## config.mk

```make
export PLATFORM = sky130hd
export DESIGN_NAME = udma_hyper_rxfifo
export DESIGN_NICKNAME = d
export VERILOG_FILES = /design/src/rtl/udma_hyper_rxfifo.sv
export SDC_FILE = /design/constraint.sdc
export NUM_CORES = 1
export LEC_CHECK = 0
export CAP_MARGIN = 10
export CORE_UTILIZATION = 55
export CTS_CLUSTER_DIAMETER = 80
export CTS_CLUSTER_SIZE = 25
export DETAILED_ROUTE_END_ITERATION = 10
export GPL_TIMING_DRIVEN = 1
export MAX_ROUTING_LAYER = met4
export PLACE_DENSITY = 0.85
export SLEW_MARGIN = 30
export SYNTH_ARGS = -nofsm -noshare
export SYNTH_HDL_FRONTEND = slang
export SYNTH_SLANG_ARGS = --single-unit
```

## constraint.sdc

```tcl
create_clock -name clk_i -period 6.8 [get_ports clk_i]
set_input_delay 1.02 -clock clk_i [delete_from_list [all_inputs] [get_ports clk_i]]
set_output_delay 1.02 -clock clk_i [all_outputs]
set_load 0.05 [all_outputs]
```

## src/rtl/udma_hyper_rxfifo.sv

```systemverilog
// RX elastic buffer between the hyperbus 16->32 width converter and the uDMA RX channel.
// First-word-fall-through FIFO with a per-transfer word counter that tags the final word and pulses done_o.
module udma_hyper_rxfifo #(
    parameter int DATA_WIDTH = 32,
    parameter int DEPTH      = 8,
    parameter int TRANS_SIZE = 16
) (
    input  logic                     clk_i,
    input  logic                     rst_i,
    input  logic                     clr_i,
    input  logic                     start_i,
    input  logic [TRANS_SIZE-1:0]    cfg_nb_words_i,
    input  logic                     in_valid_i,
    input  logic [DATA_WIDTH-1:0]    in_data_i,
    output logic                     in_ready_o,
    output logic                     out_valid_o,
    output logic [DATA_WIDTH-1:0]    out_data_o,
    output logic                     out_last_o,
    input  logic                     out_ready_i,
    output logic [$clog2(DEPTH):0]   elements_o,
    output logic                     busy_o,
    output logic                     done_o
);

    localparam int AW = $clog2(DEPTH);
    localparam logic [AW:0]         PTR_ONE = 1;
    localparam logic [TRANS_SIZE-1:0] CNT_ONE = 1;

    typedef enum logic [1:0] {IDLE, ACTIVE, DRAIN} state_e;

    typedef struct packed {
        logic                  last;
        logic [DATA_WIDTH-1:0] data;
    } entry_t;

    entry_t                mem [DEPTH];
    entry_t                head;
    state_e                state_q, state_d;
    logic [AW:0]           wr_ptr, rd_ptr;
    logic [TRANS_SIZE-1:0] remaining;
    logic                  full, empty;
    logic                  push, pop, last_push;
    logic                  done_q, done_d;

    // Extra pointer MSB tells full from empty when the low bits coincide.
    assign full      = (wr_ptr[AW] != rd_ptr[AW]) && (wr_ptr[AW-1:0] == rd_ptr[AW-1:0]);
    assign empty     = (wr_ptr == rd_ptr);
    assign push      = in_valid_i && in_ready_o;
    assign pop       = out_valid_o && out_ready_i;
    assign last_push = push && (remaining == CNT_ONE);
    assign head      = mem[rd_ptr[AW-1:0]];

    // State register
    always_ff @(posedge clk_i or posedge rst_i) begin
        if (rst_i) begin
            state_q <= IDLE;
            done_q  <= 1'b0;
        end else begin
            state_q <= state_d;
            done_q  <= done_d;
        end
    end

    // Next-state logic; clr_i overrides everything and cancels a pending done.
    always_comb begin
        state_d = state_q;
        done_d  = 1'b0;
        if (clr_i) begin
            state_d = IDLE;
        end else begin
            case (state_q)
                IDLE: begin
                    if (start_i) begin
                        if (cfg_nb_words_i != '0) state_d = ACTIVE;
                        else                      done_d  = 1'b1;
                    end
                end
                ACTIVE: begin
                    if (last_push) state_d = DRAIN;
                end
                DRAIN: begin
                    if (pop && head.last) begin
                        state_d = IDLE;
                        done_d  = 1'b1;
                    end
                end
                default: state_d = IDLE;
            endcase
        end
    end

    // Outputs depend only on registered state, so out_ready_i never reaches in_ready_o.
    always_comb begin
        in_ready_o  = (state_q == ACTIVE) && !full;
        out_valid_o = !empty;
        out_data_o  = head.data;
        out_last_o  = !empty && head.last;
        busy_o      = (state_q != IDLE);
        done_o      = done_q;
        elements_o  = wr_ptr - rd_ptr;
    end

    always_ff @(posedge clk_i or posedge rst_i) begin
        if (rst_i) begin
            wr_ptr    <= '0;
            rd_ptr    <= '0;
            remaining <= '0;
        end else if (clr_i) begin
            wr_ptr    <= '0;
            rd_ptr    <= '0;
            remaining <= '0;
        end else begin
            if (push) wr_ptr <= wr_ptr + PTR_ONE;
            if (pop)  rd_ptr <= rd_ptr + PTR_ONE;
            if (state_q == IDLE && start_i && cfg_nb_words_i != '0)
                remaining <= cfg_nb_words_i;
            else if (push)
                remaining <= remaining - CNT_ONE;
        end
    end

    always_ff @(posedge clk_i) begin
        if (push && !clr_i) mem[wr_ptr[AW-1:0]] <= '{last: last_push, data: in_data_i};
    end

endmodule

```

# Word-level counts from Yosys, hierarchy flattened
# Memory sizes are Yosys's and may differ from the RTL's.
# Cells that the tools add are included.
# totals
register_bits	27
ramBits	264
out_inout_bits	41
wordCells	60
memories	1
# mem_list
memory	words	word_bits	read_ports	rd_ports_with_merged_regs	write_ports	line	rtl
mem	8	33	1	0	1	36	entry_t mem [DEPTH];
# op_classes
addsub	4
n_eq_ne	10
mux	20
n_reduce_logical	20
# ops
operator	n
$mux 16	3
$eq 16x1->1 const B	1
$mux 4	4
$reduce_bool 16->1	1
$sub 16x1->16 const B	1
$ne 3x3->1 const B	4
$logic_and 1x1->1	10
$mux 2	5
$add 4x1->4 const B	2
$mux 1	6
$pmux 2 s3	1
$reduce_bool 2->1	3
$eq 4x4->1	1
$reduce_and 4->1	1
$sub 4x4->4	1
$eq 3x3->1	1
$logic_not 1->1	3
$reduce_bool 3->1	1
$eq 2x1->1 const B	1
$eq 2x2->1 const B	1
$logic_not 2->1	1
$pmux 1 s2	1
$ne 1x1->1	1

# Longest topological paths before layout
# logic_depth
depth_word	9
depth_mapped	10

# Worst setup path after synthesis
# OpenSTA, ideal clock, no wires.
# synth_path
path_type	flip-flop to flip-flop
start	register rd_ptr[1]
end	memory mem[4][0] (netlist bit), enable pin
setup_ps	464
t_arrival_ps	4607
required_ps	6336
setup_slack_ps	1729
stages_incl_launch_ff	10
n_path_buf	4
path_cell_list	dfrtp_1 -> buf_2 -> buf_1 -> buf_1 -> inv_1 -> ha_1 -> nand3_1 -> clkbuf_1 -> o2111ai_1 -> nor3_1
# synth_via
elab_chain_len	8
# synth_lines
item	line	rtl
start: declaration	39	logic [AW:0] wr_ptr, rd_ptr;
start signal: assignment	114	if (pop) rd_ptr <= rd_ptr + PTR_ONE;
$eq 3x3->1	46	assign full = (wr_ptr[AW] != rd_ptr[AW]) && (wr_ptr[AW-1:0] == rd_ptr[AW-1:0]);
$logic_and 1x1->1	46	
$logic_not 1->1	94	in_ready_o = (state_q == ACTIVE) && !full;
$logic_and 1x1->1	94	
$logic_and 1x1->1	48	assign push = in_valid_i && in_ready_o;
$logic_and 1x1->1	123	if (push && !clr_i) mem[wr_ptr[AW-1:0]] <= '{last: last_push, data: in_data_i};
$mux 1	123	
$mux 1 (not written as such)	123	
end: declaration	36	
# Every way passes these cells.

# Worst setup path in the final report
# layout_path
start	register rd_ptr[2]
end	output in_ready_o
# layout_via
elab_chain_len	4
# layout_lines
item	line	rtl
$eq 3x3->1	46	
$logic_and 1x1->1	46	
$logic_not 1->1	94	
$logic_and 1x1->1	94	
end: declaration	15	output logic in_ready_o,
# Every way passes these cells.

==> flow_summary_export.csv <==
group,metric,value,unit
final_layout,n_antenna_cell,0,
clock_network,cts_root_buf,"clkbuf_16",
final_layout,syn2layout_area_growth,17.02,%
yosys,synth_fp_nets,725,
power,totalPowerFinal,3.608,mW
floorplanning,die_h,148.6,um
clock_network,clockBufferDepth,3,
global_routing,grt_usage,24.29,%
global_routing,overflow,0,
drt,routed_wl,25020,um
worst_hold_path,hold_path_class,"register to register",
power,p_leak,4.525,nW
sta,slew_headroom,38.96,%
critical_path,cp-start-kind,"register",
global_routing,grt_pass1_wl,38900,um
critical_path,crit_chain,"clkinv_1 > buf_4 > ha_1 > and3_1 > a211oi_1 > clkdlybuf4s50_1",
yosys,synth_cell_types,55,
clock_network,cts_setup_buffers,0,
flow_run,maxCapViolCount,0,
floorplanning,die_area,0.02209,mm2
critical_path,path_max_fanout,38,
clock_network,clkSinkCount,291,
critical_path,end_kind,"output port",
yosys,netlist_area,0.01183,mm2
sta,tns,0,ns
final_layout,final_common_cell,"edfxtp_1",
yosys,syn_area_per_cell,17.84,um2
sta,slew_violations,0,
power,p_int,2.688,mW
drt,viasPerCell,6.280,
status,status,"completed",
floorplanning,die_w,148.6,um
critical_path,cpPeakStageDelay,0.90,ns
power,power.density,260.7,mW/mm2
yosys,synth_edf_count,264,
floorplanning,boundaryPins,95,
placement,hpwl,15820,um
sta,rsz0062_at_grt,"false",
drt,vias,6512,
yosys,synth_flop_cell,"edfxtp_1",
final_layout,fin_nets,820,
sta,layout_min_cycle_time,4.679,ns
sta,tightest_slew,0.9147,ns
critical_path,required,5.78,ns
floorplanning,rows,53,
yosys,synth_xor_area_share,1.248,%
drt,dr.first_iter.drc_count,557,
floorplanning,start_util,56.26,%
critical_path,crit_type,"register to output port",
clock_network,cts_hold_buf,0,
yosys,synth-adder-area-share,0.9099,%
placement,portBuffers,94,
clock_network,h-tree-depth,1,
final_layout,fill_cells,1331,
drt,drcViolationCount,0,
floorplanning,core_area,0.02102,mm2
sta,setup_ws,2.121,ns
sta,max_freq,0.2137,GHz
power,p_clk_share,28.8,%
yosys,yosysWarnings,0,
clock_network,cts_tree,"done",
power,peakVddDrop,253.6,uV
sta,hold_viol,0,
clock_network,clk_pin_slew,0.11,ns
sta,setup_viol,0,
yosys,synth-simple-area-share,6.856,%
yosys,synth-compound-area-share,3.967,%
global_routing,antenna_found_initial,0,
clock_network,clk_latency,0.51,ns
yosys,seq_area_frac_synth,72.75,%
sta,min_period_over_period,68.81,%
yosys,synth_cells,663,
clock_network,cts_buffers,16,
placement,placed_cells,1015,
critical_path,crit_arrival,3.66,ns
global_routing,grt_max_degree,49,
final_layout,final_cells,1037,
drt,routedWlPerCell,24.13,um
yosys,synthTopCellsByArea,"edfxtp_1, mux4_2, dfrtp_1",
final_layout,drive_gt1_share,16.93,%
yosys,synth_top_family_by_area,"multiplexers",
power,switching_power,0.9205,mW
power,swShare,25.51,%
power,p_seq_share,55.7,%
final_layout,regArea,0.008612,mm2
placement,place.gp.congestion,0.8781,
drt,detail-route-antenna-nets,0,
clock_network,cts_resized,0,
yosys,ys_seq_elements,291,
critical_path,slowest_stage,"dfrtp_2",
final_layout,multi_input_comb_area,0.003088,mm2
placement,pre_cts_ws,2.560,ns
power,power_frac_comb,15.5,%
sta,skew,0.02469,ns
global_routing,grt_pass1_vias,6829,
final_layout,final_cell_mix,"edfxtp_1, nand2_1, clkdlybuf4s50_1",
drt,drtPass1Iterations,4,
yosys,synth-async-reset-ratio,9.278,%
yosys,synth_area_leader_cell,"edfxtp_1",
yosys,synth_top_area_share,67.03,%
yosys,synth_mux_area_share,12.61,%
## critical path: cells and delay by family, from the launching register on
family | cells | cell delay [ns]
and+or+nand+nor | 1 | 0.23
AOI/OAI and AO/OA | 1 | 0.27
DFF | 1 | 0.90
buffers and inverters | 3 | 1.34
adders and majority gates | 1 | 0.41
## layer usage
metal / GRT usage, % / vias up / share of wire, %
li1: - / 2805 / -
met1: 32.06 / 3348 / 40
met2: 40.49 / 321 / 51
met3: 2.975 / 38 / 6.9
met4: 6.186 / 0 / 1.8
met5: - / - / 0
## stage by stage
stage                     hold slack (ns)  instance area, um2  util (%)
after floorplan                    0.5420               11830         -
after global placement             0.5749               13070     62.17
after detailed placement           0.5760               13360     63.53
after CTS                          0.5897               13840     65.84
after global routing               0.6283               13840     65.84
final                              0.5998               13840     65.84
## kinds of logic (layout without fill, tap and decap cells)
family / count (synthesis) / in the layout
AND/OR/NAND/NOR: 172 / 172
adder cells (fa/ha/maj): 8 / 8
multiplexers: 69 / 69
AO/OA/AOI/OAI: 59 / 59
XOR/XNOR: 16 / 16
buffers and inverters: 48 / 147
flip-flops: 291 / 291
## power groups by stage
stage	Sequential, mW	Combinational (mW)	Clock (mW)
after global routing	2.02	0.594	1.11
after global placement	2.05	0.537	0
after CTS	2.01	0.563	1.05
final	2.01	0.560	1.04
after detailed placement	2.05	0.557	0
after floorplan	2.02	0.401	0
## final cells by class
cell class,instances,share of cell area (%)
multi-input combinational,324,22.31
clock inverter,5,0.5786
inverter,14,0.3797
sequential,291,62.23
timing repair buffer,111,9.095
tap,275,2.486
clock buffer,17,2.920
## cells in the mapped netlist, types with 6 or more instances
master / instances
mux4_2: 64
buf_2: 10
ha_1: 7
a311oi_1: 6
o211ai_1: 6
edfxtp_1: 264
xnor2_1: 6
xor2_1: 9
dfrtp_1: 27
a21oi_1: 8
clkbuf_1: 18
nor3_1: 10
and3_1: 6
inv_1: 13
o31ai_1: 11
nand2_1: 100
nor2_1: 18
nor4_1: 7
## final timing paths
kind / start / end / slack, ns / cells past startpoint
max in group asynchronous: rst_i / rd_ptr[1] / 5.47 / 2
min in group asynchronous: rst_i / wr_ptr[3] / 0.89 / 2
hold reg to reg: remaining[14] / remaining[14] / 0.60 / 2
setup / recovery: rd_ptr[2] / in_ready_o / 2.12 / 6
hold / removal: remaining[14] / remaining[14] / 0.60 / 2
setup reg to reg: rd_ptr[2] / mem[4][5] / 2.51 / 7
## state kept, by name (all words and copies together) (netlist names)
register / flops
wr_ptr: 4
remaining: 16
mem: 264
state_q: 2
done_o: 1
rd_ptr: 4
Power figures use the tool's default switching activity.
